## src/rtl/guess_game_pkg.sv

```systemverilog
// rtl/guess_game_pkg.sv - shared state codes and field widths for the guessing game
package guess_game_pkg;

   localparam int LVL_W = 3;
   localparam int SEC_W = 4;
   localparam int TRY_W = 3;

   typedef logic [3:0] state_t;

   localparam state_t S_IDLE    = 4'd0;
   localparam state_t S_GREET   = 4'd1;
   localparam state_t S_LOAD    = 4'd2;
   localparam state_t S_PLAY    = 4'd3;
   localparam state_t S_JUDGE   = 4'd4;
   localparam state_t S_PASS    = 4'd5;
   localparam state_t S_FAIL    = 4'd6;
   localparam state_t S_VICTORY = 4'd7;

endpackage

```

## src/rtl/guess_game_ctrl_level_timer.sv

```systemverilog
// rtl/guess_game_ctrl_level_timer.sv - per-level seconds countdown
// Loadable down-counter; a tick decrements it, saturating at zero.
module level_timer
   import guess_game_pkg::*;
#(
   parameter int W = SEC_W
) (
   input  logic         clk,
   input  logic         rst,
   input  logic         i_load,
   input  logic [W-1:0] i_load_val,
   input  logic         i_tick,
   output logic [W-1:0] o_count,
   output logic         o_zero
);

   logic [W-1:0] r_count;

   always_ff @(posedge clk or posedge rst) begin
      if (rst) begin
         r_count <= '0;
      end else if (i_load) begin
         r_count <= i_load_val;
      end else if (i_tick && (r_count != '0)) begin
         r_count <= r_count - W'(1);
      end
   end

   assign o_count = r_count;
   assign o_zero  = (r_count == '0);

endmodule

```

## src/rtl/guess_game_ctrl.sv

```systemverilog
// rtl/guess_game_ctrl.sv - multi-level number-guessing game controller
// Round sequencing, tries/hint tracking and target latch; countdown lives in level_timer.
module guess_game_ctrl
   import guess_game_pkg::*;
#(
   parameter int NUM_LEVELS = 3,
   parameter int BASE_BITS  = 5,
   parameter int GUESS_W    = 7,
   parameter int LEVEL_SECS = 9,
   parameter int MAX_TRIES  = 3
) (
   input  logic               clk,
   input  logic               rst,
   input  logic               enable,
   input  logic               start,
   input  logic               restart,
   input  logic               tick,
   input  logic [GUESS_W-1:0] guess,
   input  logic [GUESS_W-1:0] rand_num,
   output logic               rand_load,
   output logic [3:0]         state,
   output logic [LVL_W-1:0]   level,
   output logic [SEC_W-1:0]   secs_left,
   output logic [TRY_W-1:0]   tries_left,
   output logic               hint_hi,
   output logic               hint_lo,
   output logic               win,
   output logic               fail,
   output logic               beep_req
);

   localparam logic [7:0] BASE_SHIFT = 8'(BASE_BITS);

   state_t             r_state;
   state_t             w_next;
   logic               r_entry;
   logic [LVL_W-1:0]   r_level;
   logic [TRY_W-1:0]   r_tries;
   logic [GUESS_W-1:0] r_target;
   logic [GUESS_W-1:0] r_guess;
   logic               r_hint_hi;
   logic               r_hint_lo;

   logic [SEC_W-1:0]   w_secs;
   logic               w_secs_zero;
   logic               w_timer_load;
   logic               w_timer_dec;
   logic [GUESS_W-1:0] w_mask;
   logic [GUESS_W-1:0] w_guess_m;
   logic               w_match;
   logic               w_last_level;
   logic               w_last_sec;
   logic               w_last_try;

   // Active width grows by one switch bit per level.
   assign w_mask       = ~({GUESS_W{1'b1}} << (BASE_SHIFT + 8'(r_level)));
   assign w_guess_m    = r_guess & w_mask;
   assign w_match      = (w_guess_m == r_target);
   assign w_last_level = (r_level == LVL_W'(NUM_LEVELS - 1));
   assign w_last_sec   = w_secs_zero || (w_secs == SEC_W'(1));
   assign w_last_try   = (r_tries == TRY_W'(1));

   // Start and restart both outrank the tick, so the timer freezes on those cycles.
   assign w_timer_load = enable && (r_state == S_LOAD);
   assign w_timer_dec  = enable && (r_state == S_PLAY) && tick && !restart && !start;

   level_timer #(
      .W (SEC_W)
   ) u_level_timer (
      .clk        (clk),
      .rst        (rst),
      .i_load     (w_timer_load),
      .i_load_val (SEC_W'(LEVEL_SECS)),
      .i_tick     (w_timer_dec),
      .o_count    (w_secs),
      .o_zero     (w_secs_zero)
   );

   always_ff @(posedge clk or posedge rst) begin
      if (rst) begin
         r_state <= S_IDLE;
         r_entry <= 1'b0;
      end else begin
         r_state <= w_next;
         r_entry <= (w_next != r_state);
      end
   end

   always_comb begin
      w_next = r_state;
      if (!enable) begin
         w_next = S_IDLE;
      end else begin
         case (r_state)
            S_IDLE:  w_next = S_GREET;
            S_GREET: if (restart) w_next = S_LOAD;
            S_LOAD:  w_next = S_PLAY;
            S_PLAY: begin
               if (restart)                 w_next = S_LOAD;
               else if (start)              w_next = S_JUDGE;
               else if (tick && w_last_sec) w_next = S_FAIL;
            end
            S_JUDGE: begin
               if (w_match)         w_next = w_last_level ? S_VICTORY : S_PASS;
               else if (w_last_try) w_next = S_FAIL;
               else                 w_next = S_PLAY;
            end
            S_PASS:    w_next = S_LOAD;
            S_FAIL:    if (restart) w_next = S_LOAD;
            S_VICTORY: if (restart) w_next = S_LOAD;
            default:   w_next = S_IDLE;
         endcase
      end
   end

   always_comb begin
      rand_load = 1'b0;
      win       = 1'b0;
      fail      = 1'b0;
      beep_req  = 1'b0;
      case (r_state)
         S_LOAD:    rand_load = 1'b1;
         S_PASS:    beep_req  = r_entry;
         S_FAIL: begin
            fail     = 1'b1;
            beep_req = r_entry;
         end
         S_VICTORY: begin
            win      = 1'b1;
            beep_req = r_entry;
         end
         default: ;
      endcase
   end

   always_ff @(posedge clk or posedge rst) begin
      if (rst) begin
         r_level   <= '0;
         r_tries   <= '0;
         r_target  <= '0;
         r_guess   <= '0;
         r_hint_hi <= 1'b0;
         r_hint_lo <= 1'b0;
      end else if (enable) begin
         case (r_state)
            S_GREET, S_FAIL, S_VICTORY: begin
               if (restart) r_level <= '0;
            end
            S_PLAY: begin
               if (restart)    r_level <= '0;
               else if (start) r_guess <= guess;
            end
            S_LOAD: begin
               r_target  <= rand_num & w_mask;
               r_tries   <= TRY_W'(MAX_TRIES);
               r_hint_hi <= 1'b0;
               r_hint_lo <= 1'b0;
            end
            S_JUDGE: begin
               if (!w_match) begin
                  r_hint_hi <= (w_guess_m > r_target);
                  r_hint_lo <= (w_guess_m < r_target);
                  r_tries   <= r_tries - TRY_W'(1);
               end
            end
            S_PASS:  r_level <= r_level + LVL_W'(1);
            default: ;
         endcase
      end
   end

   assign state      = r_state;
   assign level      = r_level;
   assign secs_left  = w_secs;
   assign tries_left = r_tries;
   assign hint_hi    = r_hint_hi;
   assign hint_lo    = r_hint_lo;

endmodule
```

## config.mk

```make
export PLATFORM = sky130hd
export DESIGN_NAME = guess_game_ctrl
export DESIGN_NICKNAME = d
export VERILOG_FILES = /design/src/rtl/guess_game_pkg.sv /design/src/rtl/guess_game_ctrl_level_timer.sv /design/src/rtl/guess_game_ctrl.sv
export SDC_FILE = /design/constraint.sdc
export NUM_CORES = 1
export LEC_CHECK = 0
export ABC_CLOCK_PERIOD_IN_PS = 3250
export CORE_MARGIN = 1
export CORE_UTILIZATION = 50
export DETAILED_ROUTE_END_ITERATION = 10
export HOLD_SLACK_MARGIN = 0.06
export PLACE_DENSITY = 0.89
export SLEW_MARGIN = 30
export SYNTH_ARGS = -nofsm -noshare
export SYNTH_HDL_FRONTEND = slang
export SYNTH_HIERARCHICAL = 1
export SYNTH_SLANG_ARGS = --single-unit
```

## constraint.sdc

```tcl
create_clock -name clk -period 3.25 [get_ports clk]
set_clock_uncertainty 0.05 [all_clocks]
set_input_delay 0.975 -clock clk [delete_from_list [all_inputs] [get_ports clk]]
set_output_delay 0.975 -clock clk [all_outputs]
set_load 0.02 [all_outputs]
```

# Yosys cells after proc, flatten, opt, wreduce, memory -nomap -nowiden
# Index checks and enable logic that the tools add are counted.
# word_totals
reg_bits	31
latch_bits	0
ramBits	0
rom_bits	0
input_bits	20
out_inout_bits	20
word_cells	80
n_memories	0
# op_classes
addsub	4
n_mul	0
div	0
n_lt_le_gt_ge	2
n_eq_ne	14
shifts	1
n_mux	23
bitwise	4
reduce_logical	23
# ops
op	n
4-bit two-way mux	7
4-bit one-hot mux with 6 select lines	1
4-bit by 3-bit == test with 1-bit output (second input constant)	4
7-bit AND	2
3-bit two-way mux	4
3-bit one-hot mux with 2 select lines	2
4-bit by 1-bit == test with 1-bit output (second input constant)	2
4-bit by 2-bit == test with 1-bit output (second input constant)	2
4-bit zero test	2
7-bit == test	1
7-bit greater-than comparator	1
1-bit logical AND	7
7-bit < comparator	1
7-bit NOT	1
7-bit by 4-bit << shifter with 7-bit output (first input constant)	1
1-bit two-way mux	6
3-bit AND reduction	2
2-bit nonzero test	3
3-bit OR reduction	2
3-bit by 3-bit adder with 4-bit output (first input constant)	1
4-bit inequality test	1
1-bit one-hot mux with 2 select lines	2
4-bit AND reduction	1
4-bit nonzero test	1
13 further kinds	14

# Depth between registers and ports, before layout
# Gate-level depths: netlist of the first run.
# depth
word_depth	9
mapped_depth	11
mapped_depth_nobuf	11

# Cells and area by module
# The synthesis of the first run kept the hierarchy.
# modules_own_cells
module	instances	cells_each	area_each_um2	seq_area_each_um2
guess_game_ctrl	1	191	1759.2	675.6
level_timer	1	28	261.5	100.1

# Worst setup path before layout of the first run
# Ideal clock, no wire load.
# synth_path
path_kind	input-to-reg
startpoint	in enable
endpoint	reg u_level_timer.r_count[3] (netlist: u_level_timer/o_count[3])
setup_time_ps	126
arrival_time_ps	2640
t_required_ps	3074
path_slack_ps	434
cell_stages	7
n_path_buf	1
cell_sequence	buf_4 -> nand4b_1 -> or3_4 -> nor3b_1 -> nor4b_2 -> nor3b_1 -> a221o_1
# synth_via
elab_chain_len	6
word_cells_on_any_way	8
classes_between	mux (1); reduce/logical (7)
# synth_lines
item	line_no	text
from (decl)	guess_game_ctrl.sv:14	input logic enable,
1-bit logical AND (4 in series)	guess_game_ctrl.sv:65	assign w_timer_dec = enable && (r_state == S_PLAY) && tick && !restart && !start;
named net w_timer_dec	guess_game_ctrl.sv:47	logic w_timer_dec;
1-bit logical AND	guess_game_ctrl_level_timer.sv:24	end else if (i_tick && (r_count != '0)) begin
2-bit nonzero test (no line)	-	
to (signal assigned)	guess_game_ctrl_level_timer.sv:23	r_count <= i_load_val;
to (signal assigned)	guess_game_ctrl_level_timer.sv:25	r_count <= r_count - W'(1);
to (decl)	guess_game_ctrl_level_timer.sv:17	logic [W-1:0] r_count;
# The timed path passes the listed nets, and every way through them passes these cells.
# A chain may end at the register's enable or synchronous reset.

# Worst setup path in the final report of the first run
# layout_path
startpoint	reg r_state[3] (netlist: state[3])
endpoint	out win
# layout_via
elab_chain_len	2
# layout_lines
item	line_no	text
from (decl)	guess_game_ctrl.sv:34	state_t r_state;
from (signal assigned)	guess_game_ctrl.sv:84	r_state <= w_next;
4-bit by 3-bit == test with 1-bit output	guess_game_ctrl.sv:121	case (r_state)
1-bit two-way mux	guess_game_ctrl.sv:121	
to (decl)	guess_game_ctrl.sv:27	output logic win,
# Every way passes these cells.

==> results of run 1 <==
==> stage by stage <==
step / worst slack, ns / power [mW] / util
final: 0.321 / 1.02 / 0.694
after global routing: 0.223 / 1.07 / 0.694
after CTS: 0.314 / 1.03 / 0.694
after detailed placement: 0.259 / 0.578 / 0.659
after global placement: 0.307 / 0.575 / 0.659
after floorplan: 0.434 / 0.514 / -
==> worst max-delay path: stages, from the launching register on <==
cell             delay [ns]
dfrtp_1                0.50
nor2b_2                0.30
and3_1                 0.21
clkdlybuf4s50_1        0.60
==> layer usage <==
metal,wire length (µm),part of all wire,vias to the layer above
met5,0,0,-
met4,83,0.018,0
met3,214,0.047,9
met2,2230,0.49,55
met1,1980,0.44,835
li1,-,-,855
==> registers in the layout (all words and copies together), names as in the netlist <==
name,cells
tries_left,3
r_entry,1
u_level_timer/o_count,4
r_target,7
hint_hi,1
state,4
level,3
r_guess,7
hint_lo,1
==> cell families after synthesis <==
logic type,after synthesis
other cells,2
flops,31
simple gates,84
compound gates,51
mux,9
fa+ha+maj,13
buf+inv,29
==> power groups by stage <==
stage | Combinational [mW] | Clock, mW | Sequential [mW]
2_1_floorplan | 0.0841 | 0 | 0.430
3_3_place_gp | 0.151 | 0 | 0.424
3_5_place_dp | 0.154 | 0 | 0.424
4_1_cts | 0.156 | 0.459 | 0.418
5_1_grt | 0.175 | 0.473 | 0.420
6_report | 0.155 | 0.451 | 0.418
==> cell usage after synthesis (all sizes together) (2+ instances only) <==
cell type,n,share of area
buf,5,0.017
nor2,12,0.022
nand4,2,0.0062
nand2b,5,0.015
a2111oi,2,0.0093
and3,4,0.015
nor3b,2,0.0074
o21ai,23,0.057
nand2,30,0.062
a221oi,2,0.012
or3,2,0.0087
o21a,2,0.0074
ha,13,0.080
inv,22,0.041
nand3,6,0.021
conb,2,0.0037
dfrtp,31,0.38
nor4b,2,0.012
nor3,2,0.0050
clkbuf,2,0.0037
and2,6,0.019
nor2b,5,0.017
o211ai,2,0.0074
a21oi,10,0.027
mux2,9,0.063
==> path summary, 6_finish.rpt <==
check,from,to,cells after the start
max,state[3]$_DFF_PP0_,win,3
min,r_target[4]$_DFFE_PP0P_,r_target[4]$_DFFE_PP0P_,2
max reg2reg,level[1]$_DFFE_PP0P_,tries_left[1]$_DFFE_PP0P_,9
min reg2reg,r_target[4]$_DFFE_PP0P_,r_target[4]$_DFFE_PP0P_,2
max in group asynchronous,rst,r_target[0]$_DFFE_PP0P_,3
min in group asynchronous,rst,u_level_timer/o_count[3]$_DFFE_PP0P_,2
==> final cells by class <==
class / count / share of cell area
Sequential cell: 31 / 0.296
Timing Repair Buffer: 45 / 0.166
Multi-Input combinational cell: 162 / 0.432
Clock inverter: 2 / 0.0229
Clock buffer: 6 / 0.0277
Inverter: 22 / 0.0315
Tap cell: 48 / 0.0229
==> reports/qor.csv, run 1 <==
stage;metric;value;unit
worst_setup_path;cp-start-kind;flop;
sta;fmax;341;MHz
drt;dr.pass1.iters;4;
global_route;grt_antenna_before_repair;0;
clocking;hold_buffers;0;
drt;vias;1754;
worst_setup_path;cp.arrival;1.90;ns
clocking;cts_buffer_depth;2;
cells_and_area;final_common_cell;clkdlybuf4s50_1;
cells_and_area;regArea;776;µm²
clocking;worst_skew_pair.late_latency;0.28;ns
run_status;status;complete, no violations;
global_route;use_met2;0.393;
synthesis;synthMuxAreaShare;0.0632;
worst_setup_path;cp-end-kind;primary output;
sta;whs;0.439;ns
floorplanning;fp.coreArea;3770;µm²
sta;rsz0062_at_grt;no;
clocking;clkTransAtPathRegs;0.07;ns
power;combPwrFrac;0.151;
sta;finalHoldViolations;0;
cells_and_area;finalInstanceArea;2620;µm²
synthesis;async_reset_ff_frac;1.00;
min_path;min_path_type;reg -> reg;
synthesis;synth_cell_types;57;
global_route;grt_pass1_wl;7700;µm
global_route;grtUsageTotal;0.238;
cells_and_area;diodes;0;
floorplanning;ios;40;
synthesis;synth-seq-area-share;0.384;
sta;min_period;2.93;ns
cells_and_area;area_delta_synth_final;29.6;%
cells_and_area;fillCellCount;298;
worst_setup_path;ff2ff_setup_slack;0.56;ns
synthesis;synth-edff-count;0;
clocking;ctsResizeCount;0;
clocking;clock_sinks;31;
synthesis;synthFlopType;dfrtp_1;
global_route;overflow;0;
global_route;first_global_vias;1690;
power;p_leak;1.18;nW
clocking;cts_setup_buffers;0;
floorplanning;die-height;65.6;µm
sta;final.setup.tns;0;ns
floorplanning;die-width;65.6;µm
global_route;grt_use_met1;0.302;
cells_and_area;fin_cells;316;
placement;port_buffers;39;
clocking;cts_max_level;2;
power;netSwitchingPower;241;µW
synthesis;synth_compound_area_frac;0.164;
synthesis;synthSimpleGateAreaFrac;0.243;
floorplanning;die-area;4300;µm²
cells_and_area;final_nets;300;
placement;gp_congestion;0.880;
cells_and_area;drive_above_1_share;0.131;
placement;place_area;2490;µm²
clocking;cts_buffers;5;
drt;drt_wl_total;4510;µm
placement;place_inst;308;
clocking;cts_tree;built;
power;pwr-share-seq;0.408;
power;cell_internal_pwr;782;µW
worst_setup_path;criticalPathCategory;reg -> out;
synthesis;synth_top_family_by_area;simple AND/OR/NAND/NOR gates;
cells_and_area;layout_common_cells;39 x clkdlybuf4s50_1, 31 x dfrtp_1, 27 x nand2_1, 21 x inv_1, 19 x o21ai_0;
worst_setup_path;worstPathRequired;2.22;ns
cells_and_area;multiInputGateArea;1130;µm²
power;power_density;391;nW/µm²
global_route;grt_start_max_net_pins;28;
power;pwr-share-clk;0.440;
synthesis;synth.ff_latch_count;31;
drt;wl_per_cell;14.3;µm
synthesis;synth_xor_area_frac;0;
synthesis;syn_area_per_cell;9.23;µm²
floorplanning;row_count;22;
sta;relSlewSlack;0.564;
drt;drt_iter0_markers;101;
sta;worst_pin_slew;0.653;ns
floorplanning;start_util;0.536;
drt;ant_nets;0;
global_route;grt-busiest-layer;met2;
clocking;cts_root_buf;clkbuf_8;
placement;hpwl;3200;µm
power;ir_drop;0.294;mV
sta;finalCritPeriodShare;0.901;
synthesis;syn_area;2020;µm²
drt;drt-vias-per-instance;5.55;
worst_setup_path;crit_fanout;9;
global_route;use_met3;0.0469;
synthesis;yosysWarnings;6;
synthesis;synthAdderAreaFrac;0.0805;
drt;drt_drc_violations_left;0;
run;cap_violations;0;
synthesis;netlist_instances;219;
power;switching_share;0.236;
sta;setup_viol;0;
sta;slew_violations;0;
(Power assumes the default switching activity.)
==> run 2: changes to the inputs <==
--- a/config.mk
+++ b/config.mk
@@ -11,7 +11,6 @@
 export DETAILED_ROUTE_END_ITERATION = 10
 export HOLD_SLACK_MARGIN = 0.06
 export PLACE_DENSITY = 0.89
-export SLEW_MARGIN = 30
 export SYNTH_ARGS = -nofsm -noshare
 export SYNTH_HDL_FRONTEND = slang
 export SYNTH_HIERARCHICAL = 1
==> results of run 2 <==
Same layout as run 1: the final DEF is identical, and so are final timing and power.
==> run 3: changes to the inputs <==
--- a/config.mk
+++ b/config.mk
@@ -11,6 +11,7 @@
 export DETAILED_ROUTE_END_ITERATION = 10
 export HOLD_SLACK_MARGIN = 0.06
 export PLACE_DENSITY = 0.89
+export SLEW_MARGIN = 20
 export SYNTH_ARGS = -nofsm -noshare
 export SYNTH_HDL_FRONTEND = slang
 export SYNTH_HIERARCHICAL = 1
==> results of run 3 <==
Same layout as run 1: the final DEF is identical, and so are final timing and power.
